## config.mk

```make
export PLATFORM = sky130hd
export DESIGN_NAME = tick_period_monitor
export DESIGN_NICKNAME = d
export VERILOG_FILES = /design/src/rtl/tick_period_monitor.sv
export SDC_FILE = /design/constraint.sdc
export NUM_CORES = 1
export LEC_CHECK = 0
export BUFFER_PORTS_ARGS = -buffer_cell sky130_fd_sc_hd__buf_4
export CORE_MARGIN = 2
export CORE_UTILIZATION = 50
export DETAILED_ROUTE_END_ITERATION = 6
export GPL_TIMING_DRIVEN = 1
export PLACE_DENSITY = 0.75
export SLEW_MARGIN = 20
export SYNTH_ARGS = -nofsm -noshare
export SYNTH_HDL_FRONTEND = slang
export SYNTH_SLANG_ARGS = --single-unit
export TNS_END_PERCENT = 20
```

## constraint.sdc

```tcl
create_clock -name CLK -period 3.75 [get_ports CLK]
set_input_delay 0.5625 -clock CLK [delete_from_list [all_inputs] [get_ports CLK]]
set_output_delay 0.5625 -clock CLK [all_outputs]
set_load 0.005 [all_outputs]
```

## src/rtl/tick_period_monitor.sv

```systemverilog
// Consumer-side checker for a divider's enable tick: measures the rise-to-rise
// spacing in CLK cycles, locks onto an expected period, and counts period errors.
module tick_period_monitor #(
  parameter int          CNT_W      = 8,
  parameter int          LOCK_COUNT = 4,
  parameter int          TIMEOUT    = 255,
  parameter logic [15:0] ERR_MAX    = 16'hFFFF
) (
  input  logic             CLK,
  input  logic             RST,
  input  logic             clear,
  input  logic             tick_in,
  input  logic [CNT_W-1:0] expected,
  output logic [CNT_W-1:0] period,
  output logic             period_valid,
  output logic             locked,
  output logic             err_pulse,
  output logic [15:0]      err_count,
  output logic             timeout_flag,
  output logic [1:0]       state_dbg
);

  localparam logic [1:0] S_IDLE    = 2'd0;
  localparam logic [1:0] S_ARMED   = 2'd1;
  localparam logic [1:0] S_ACQUIRE = 2'd2;
  localparam logic [1:0] S_LOCKED  = 2'd3;

  localparam logic [CNT_W-1:0] CNT_MAX   = '1;
  localparam logic [CNT_W-1:0] CNT_ONE   = CNT_W'(1);
  localparam logic [CNT_W-1:0] TIMEOUT_C = CNT_W'(TIMEOUT);
  localparam logic [3:0]       LOCK_C    = 4'(LOCK_COUNT);

  logic [1:0]       state, state_d;
  logic [CNT_W-1:0] interval, interval_d;
  logic [3:0]       match_cnt, match_cnt_d, match_inc;
  logic             tick_prev;
  logic             rise, match, timeout_hit;
  logic             pv_d, err_d, to_d;

  // period_valid is a one-cycle strobe with no back-pressure: the consumer must
  // capture period in the cycle period_valid is high.
  assign rise        = tick_in & ~tick_prev;
  assign match       = (expected != '0) && (interval == expected);
  assign match_inc   = match_cnt + 4'd1;
  assign timeout_hit = (state != S_IDLE) && !rise && (interval >= TIMEOUT_C);

  always_comb begin
    state_d     = state;
    match_cnt_d = match_cnt;
    pv_d        = 1'b0;
    err_d       = 1'b0;
    to_d        = 1'b0;
    interval_d  = interval;

    if (rise)
      interval_d = CNT_ONE;
    else if ((state != S_IDLE) && (interval != CNT_MAX))
      interval_d = interval + CNT_ONE;

    case (state)
      S_IDLE: begin
        if (rise)
          state_d = S_ARMED;
      end
      S_ARMED: begin
        if (rise) begin
          pv_d = 1'b1;
          if (match) begin
            match_cnt_d = 4'd1;
            state_d     = (LOCK_C == 4'd1) ? S_LOCKED : S_ACQUIRE;
          end else begin
            match_cnt_d = 4'd0;
            state_d     = S_ACQUIRE;
          end
        end
      end
      S_ACQUIRE: begin
        if (rise) begin
          pv_d = 1'b1;
          if (match) begin
            match_cnt_d = match_inc;
            if (match_inc >= LOCK_C)
              state_d = S_LOCKED;
          end else begin
            match_cnt_d = 4'd0;
          end
        end
      end
      default: begin
        if (rise) begin
          pv_d = 1'b1;
          if (!match) begin
            err_d       = 1'b1;
            match_cnt_d = 4'd0;
            state_d     = S_ACQUIRE;
          end
        end
      end
    endcase

    // A rise on the same cycle suppresses the timeout (see timeout_hit).
    if (timeout_hit) begin
      state_d     = S_IDLE;
      interval_d  = '0;
      match_cnt_d = 4'd0;
      to_d        = 1'b1;
      err_d       = (state == S_LOCKED);
    end
  end

  always_ff @(posedge CLK or posedge RST) begin
    if (RST) begin
      state        <= S_IDLE;
      interval     <= '0;
      match_cnt    <= 4'd0;
      tick_prev    <= 1'b0;
      period       <= '0;
      period_valid <= 1'b0;
      err_pulse    <= 1'b0;
      err_count    <= 16'd0;
      timeout_flag <= 1'b0;
    end else begin
      // The edge detector keeps tracking during clear so a held tick is not
      // seen as a fresh rise once clear drops.
      tick_prev <= tick_in;
      if (clear) begin
        state        <= S_IDLE;
        interval     <= '0;
        match_cnt    <= 4'd0;
        period       <= '0;
        period_valid <= 1'b0;
        err_pulse    <= 1'b0;
        err_count    <= 16'd0;
        timeout_flag <= 1'b0;
      end else begin
        state        <= state_d;
        interval     <= interval_d;
        match_cnt    <= match_cnt_d;
        period_valid <= pv_d;
        err_pulse    <= err_d;
        if (pv_d)
          period <= interval;
        if (err_d && (err_count != ERR_MAX))
          err_count <= err_count + 16'd1;
        if (to_d)
          timeout_flag <= 1'b1;
      end
    end
  end

  assign locked    = (state == S_LOCKED);
  assign state_dbg = state;

endmodule

```

Word-level counts from Yosys, hierarchy flattened
Cells that the tools add are included.
{"block": "word_totals", "regBits": 42, "in_bits": 12, "output_inout_bits": 30, "word_cells": 82}
{"block": "classes", "addsub": 3, "order_cmp": 2, "n_eq_ne": 11, "n_mux": 38, "bitwise": 2, "reduce_logical": 17}
{"cell": "8-bit two-way mux", "n": 6}
{"cell": "16-bit two-way mux", "n": 2}
{"cell": "4-bit two-way mux", "n": 7}
{"cell": "2-bit two-way mux", "n": 9}
{"cell": "16-bit by 1-bit adder with 16-bit output (second input constant)", "n": 1}
{"cell": "16-bit != test (second input constant)", "n": 1}
{"cell": "1-bit two-way mux", "n": 12}
{"cell": "4-bit one-hot mux with 3 select lines", "n": 1}
{"cell": "8-bit by 1-bit adder with 8-bit output (second input constant)", "n": 1}
{"cell": "8-bit equality test", "n": 1}
{"cell": "8-bit >= comparator (second input constant)", "n": 1}
{"cell": "4-bit != test (second input constant)", "n": 2}
{"cell": "8-bit != test (second input constant)", "n": 1}
{"cell": "2-bit nonzero test", "n": 4}
{"cell": "8-bit nonzero test", "n": 1}
{"cell": "6-bit by 2-bit != test with 1-bit output (second input constant)", "n": 1}
{"cell": "2-bit one-hot mux with 3 select lines", "n": 1}
{"cell": "1-bit logical AND", "n": 5}
{"cell": "5-bit by 2-bit != test with 1-bit output (second input constant)", "n": 1}
{"cell": "4-bit by 1-bit adder with 4-bit output (second input constant)", "n": 1}
{"cell": "2-bit equality test (second input constant)", "n": 2}
{"cell": "4-bit by 3-bit >= comparator with 1-bit output (second input constant)", "n": 1}
{"cell": "4-bit AND reduction", "n": 1}
{"cell": "4-bit nonzero test", "n": 1}
{"cell": "9 further kinds", "n": 9}

Longest topological paths before layout
{"block": "logic_depth", "word_depth": 9, "depth_mapped": 9, "depth_no_buf": 7}

Least setup slack after synthesis
No wires, ideal clock.
{"block": "synth_timing", "kind": "input port to flip-flop", "from": "in expected[7]", "to": "reg err_count[1]", "setup_ps": 132, "arrival_ps": 2068, "required_ps": 3618, "path_slack_ps": 1550, "cell_stages": 8, "path_cell_list": "xor2_1 -> a211o_1 -> o41a_1 -> o22ai_2 -> buf_4 -> buf_6 -> mux2i_1 -> nor2_1"}
{"block": "synth_via", "elab_chain_cells": 8}
{"element": "start: declaration", "line": "13", "source": "input logic [CNT_W-1:0] expected,"}
{"element": "8-bit equality test / 8-bit nonzero test (equally long branches)", "line": "43", "source": "assign match = (expected != '0) && (interval == expected);"}
{"element": "1-bit logical AND (*)", "line": "43"}
{"element": "1-bit two-way mux (*)", "line": "92", "source": "if (!match) begin"}
{"element": "1-bit two-way mux (*)", "line": "90", "source": "if (rise) begin"}
{"element": "1-bit two-way mux (*)", "line": "60", "source": "case (state)"}
{"element": "1-bit two-way mux (*)", "line": "102", "source": "if (timeout_hit) begin"}
{"element": "1-bit logical AND (*)", "line": "143", "source": "if (err_d && (err_count != ERR_MAX))"}
{"element": "2-bit nonzero test (no line) (*)"}
{"element": "end signal: assignment", "line": "144", "source": "err_count <= err_count + 16'd1;"}
{"element": "end: declaration", "line": "18", "source": "output logic [15:0] err_count,"}
Mark *: on every way between the ends. The rest lies on a longest branch, timed or not.
A chain may end at the register's enable or synchronous reset.

Worst setup path after layout
{"block": "layout_timing", "from": "reg state[0], in the netlist state_dbg[0]", "to": "reg err_count[9]"}
{"block": "layout_via", "elab_chain_cells": 6}
{"element": "start: declaration", "line": "33", "source": "logic [1:0] state, state_d;"}
{"element": "start signal: assignment", "line": "136", "source": "state <= state_d;"}
{"element": "2-bit equality test (tied with other cells)", "line": "60"}
{"element": "3-bit OR reduction (no line) / 1-bit logical AND (equally long branches)"}
{"element": "1-bit two-way mux / 1-bit logical AND (equally long branches)", "line": "60, 45"}
{"element": "1-bit two-way mux (*)", "line": "102"}
{"element": "1-bit logical AND (*)", "line": "143"}
{"element": "2-bit nonzero test (no line) (*)"}
Marks and branches as above.

==> results_dict.tcl <==
set metrics [dict create \
    status "finished, final reports clean" \
    post_drt_wl_per_cell_um 14.3 \
    globalplace.congestion 0.784 \
    drv_slew 0 \
    final_util 0.601 \
    seq_power_share 0.557 \
    portBuffers 41 \
    syn_avg_cell_area_um2 9.18 \
    crit_arrival_ns 2.83 \
    whs_path_depth 1 \
    cts.htree.levels 2 \
    cp_max_fo 23 \
    yosysTopAreaCellShare 0.444 \
    fp.dieH_um 72.8 \
    worstMarginPinSlew_ns 0.796 \
    synth_enable_flop_cells 0 \
    p_leak_nw 1.24 \
    clock_latency_ns 0.29 \
    combPwrFrac 0.095 \
    wirelength_um 5020 \
    cts-root-buf "clkbuf_8" \
    grt_pass1_vias 1924 \
    core_area_mm2 0.00463 \
    drive_gt1_frac 0.185 \
    numCtsBuffers 5 \
    end_kind "flop" \
    num_io_pins 42 \
    setup_viol 0 \
    drt_iter0_drc 134 \
    ir_worst_vdd_mv 0.141 \
    min_path_type "input pin to flop" \
    fmax_ghz 0.383 \
    post_cts_resized 0 \
    cts_tree "yes" \
    synth-main-ff-cell "dfrtp_1" \
    syn_area_mm2 0.00237 \
    synthTopCellsByArea "dfrtp_1 44%, a21oi_1 5.7%, nand2_1 5.1%, ha_1 4.8%, xor2_1 3.3%" \
    async_flop_share 1.00 \
    synth_seq_cells 42 \
    reg2reg_depth 8 \
    power_mw 0.833 \
    multiInputGateArea_mm2 0.00122 \
    stdcell_area_mm2 0.00278 \
    synth_fp_nets 279 \
    clkTransAtPathRegs_ns 0.07 \
    path_class "flop to flop" \
    postCtsSetupRepairBufs 0 \
    power.density_mw_per_mm2 299 \
    overflow 0 \
    syn_to_final_growth_pct 17.5 \
    dp_hpwl_um 3550 \
    finalSetupTns_ns 0 \
    crit_chain "inv_1, ha_1, nand2b_1, nor4_4, o22ai_2, buf_4, or4_1, a21oi_1" \
    drv_cap 0 \
    cpPeakStageDelay_ns 0.47 \
    yosysTopAreaCell "dfrtp_1" \
    initial_core_util 0.512 \
    worst_slew_margin_rel 0.470 \
    antenna_found_initial 0 \
    grt_pass1_wl_um 8530 \
    min_period_ns 2.61 \
    seqCellArea_mm2 0.00105 \
    worstHoldEndpoint "tick_prev" \
    p_switching_mw 0.204 \
    fillers 410 \
    yosysWarnings 0 \
    crit_slowest_cell "or4_1" \
    yosysMostFrequentCell "dfrtp_1" \
    row_count 25 \
    clock_path_buffers 2 \
    die_w_um 72.8 \
    drt-vias-per-instance 5.85 \
    post-route-period-util 0.697 \
    hold_violations 0 \
    place_area_mm2 0.00270 \
    nNetsFinal 319 \
    r2r_slack_ns 1.14 \
    pwr-share-clk 0.348 \
    r2r_start "state_dbg[0]" \
    critPathLaunchType "flop" \
    r2r_end "err_count[9]" \
    hp-start "tick_in" \
    synth_top_cells_by_count "42 x dfrtp_1, 32 x nand2_1, 27 x a21oi_1, 20 x nor2_1, 14 x o21ai_0" \
    via_count 2052 \
    p_int_mw 0.629 \
    whs_ns 0.394 \
    ctsHoldBuffers 0 \
    grt_max_degree 43 \
    die_area_mm2 0.00530 \
    antenna_cells 0 \
    drt_first_pass_iters 4 \
    synthCells 258 \
    cts.sinks 42 \
    ant_nets 0 \
    finClkSkew_ns 0.00264 \
    grt_util_all_layers 0.202 \
    yosysUniqueCellTypes 46 \
    swShare 0.245 \
    cp.required_ns 3.96 \
    ys_seq_area_frac 0.444 \
    grt_setup_unrepaired "no" \
    drc_errors 0 \
]
==> layout by cell type (no fill, tap or decap), drive strengths merged, types with 4 or more instances in the layout <==
cell / count
buf: 43
dfrtp: 42
nand2: 33
a21oi: 27
nor2: 20
o21ai: 14
inv: 11
nand3: 11
or3: 10
xor2: 9
ha: 9
or4: 7
o31ai: 6
clkbuf: 6
xnor2: 5
and3: 4
nor3: 4
nor4: 4
==> sequential cells by signal, summed over array words and instances (netlist names) <==
register / count
err_count: 16
interval: 8
period: 8
match_cnt: 4
state_dbg: 2
err_pulse: 1
period_valid: 1
tick_prev: 1
timeout_flag: 1
==> metrics by stage <==
step	std cells	worst slack [ns]
after floorplan	258	1.55
after global placement	345	1.01
after detailed placement	345	0.973
after CTS	351	1.15
after global routing	351	0.949
final	351	1.14
==> kinds of logic after synthesis <==
family | share of synthesized area
and+or+nand+nor | 0.238
AOI/OAI and AO/OA | 0.159
DFF | 0.444
buffers and inverters | 0.0417
xor gates and xnor gates | 0.0518
adders and majority gates | 0.0475
muxes | 0.0180
==> critical path: cells and delay by family, from the launching register on <==
family	cells	cell delay (ns)
flip-flops	1	0.44
AND/OR/NAND/NOR	3	0.91
adder cells (fa/ha/maj)	1	0.33
AO/OA/AOI/OAI	2	0.47
buffers and inverters	2	0.37
==> final cells by class <==
cell class / instances / area share
timing repair buffer: 43 / 0.116
clock buffer: 6 / 0.0297
multi-input combinational: 195 / 0.438
tap: 54 / 0.0243
sequential: 42 / 0.378
inverter: 11 / 0.0148
==> how the worst max path moves through the flow <==
| stage | startpoint | endpoint | cells past startpoint |
|---|---|---|---|
| finish | state_dbg[0] | err_count[9] | 8 |
| global route | state_dbg[0] | err_count[15] | 8 |
| CTS | interval[2] | err_count[14] | 7 |
| detailed placement | expected[7] | err_count[14] | 8 |
| global placement | expected[7] | err_count[15] | 8 |
| floorplan | expected[7] | err_count[1] | 8 |
==> power by group through the flow <==
stage	Combinational, mW	Clock [mW]	Sequential [mW]
after floorplan	0.0517	0	0.472
after global placement	0.0785	0	0.473
after detailed placement	0.0800	0	0.473
after CTS	0.0805	0.297	0.464
after global routing	0.0917	0.313	0.465
final	0.0794	0.290	0.464
==> per-layer routing <==
| layer | share of wire | wire (um) | GRT usage | up-vias |
|---|---|---|---|---|
| met1 | 0.48 | 2390 | 0.270 | 1009 |
| met4 | 0.014 | 68 | 0.0617 | 0 |
| met5 | 0 | 0 | 0 | - |
| li1 | - | - | - | 998 |
| met3 | 0.033 | 165 | 0.0345 | 5 |
| met2 | 0.48 | 2390 | 0.335 | 40 |
Note: power is estimated with default switching activity, not from simulation.
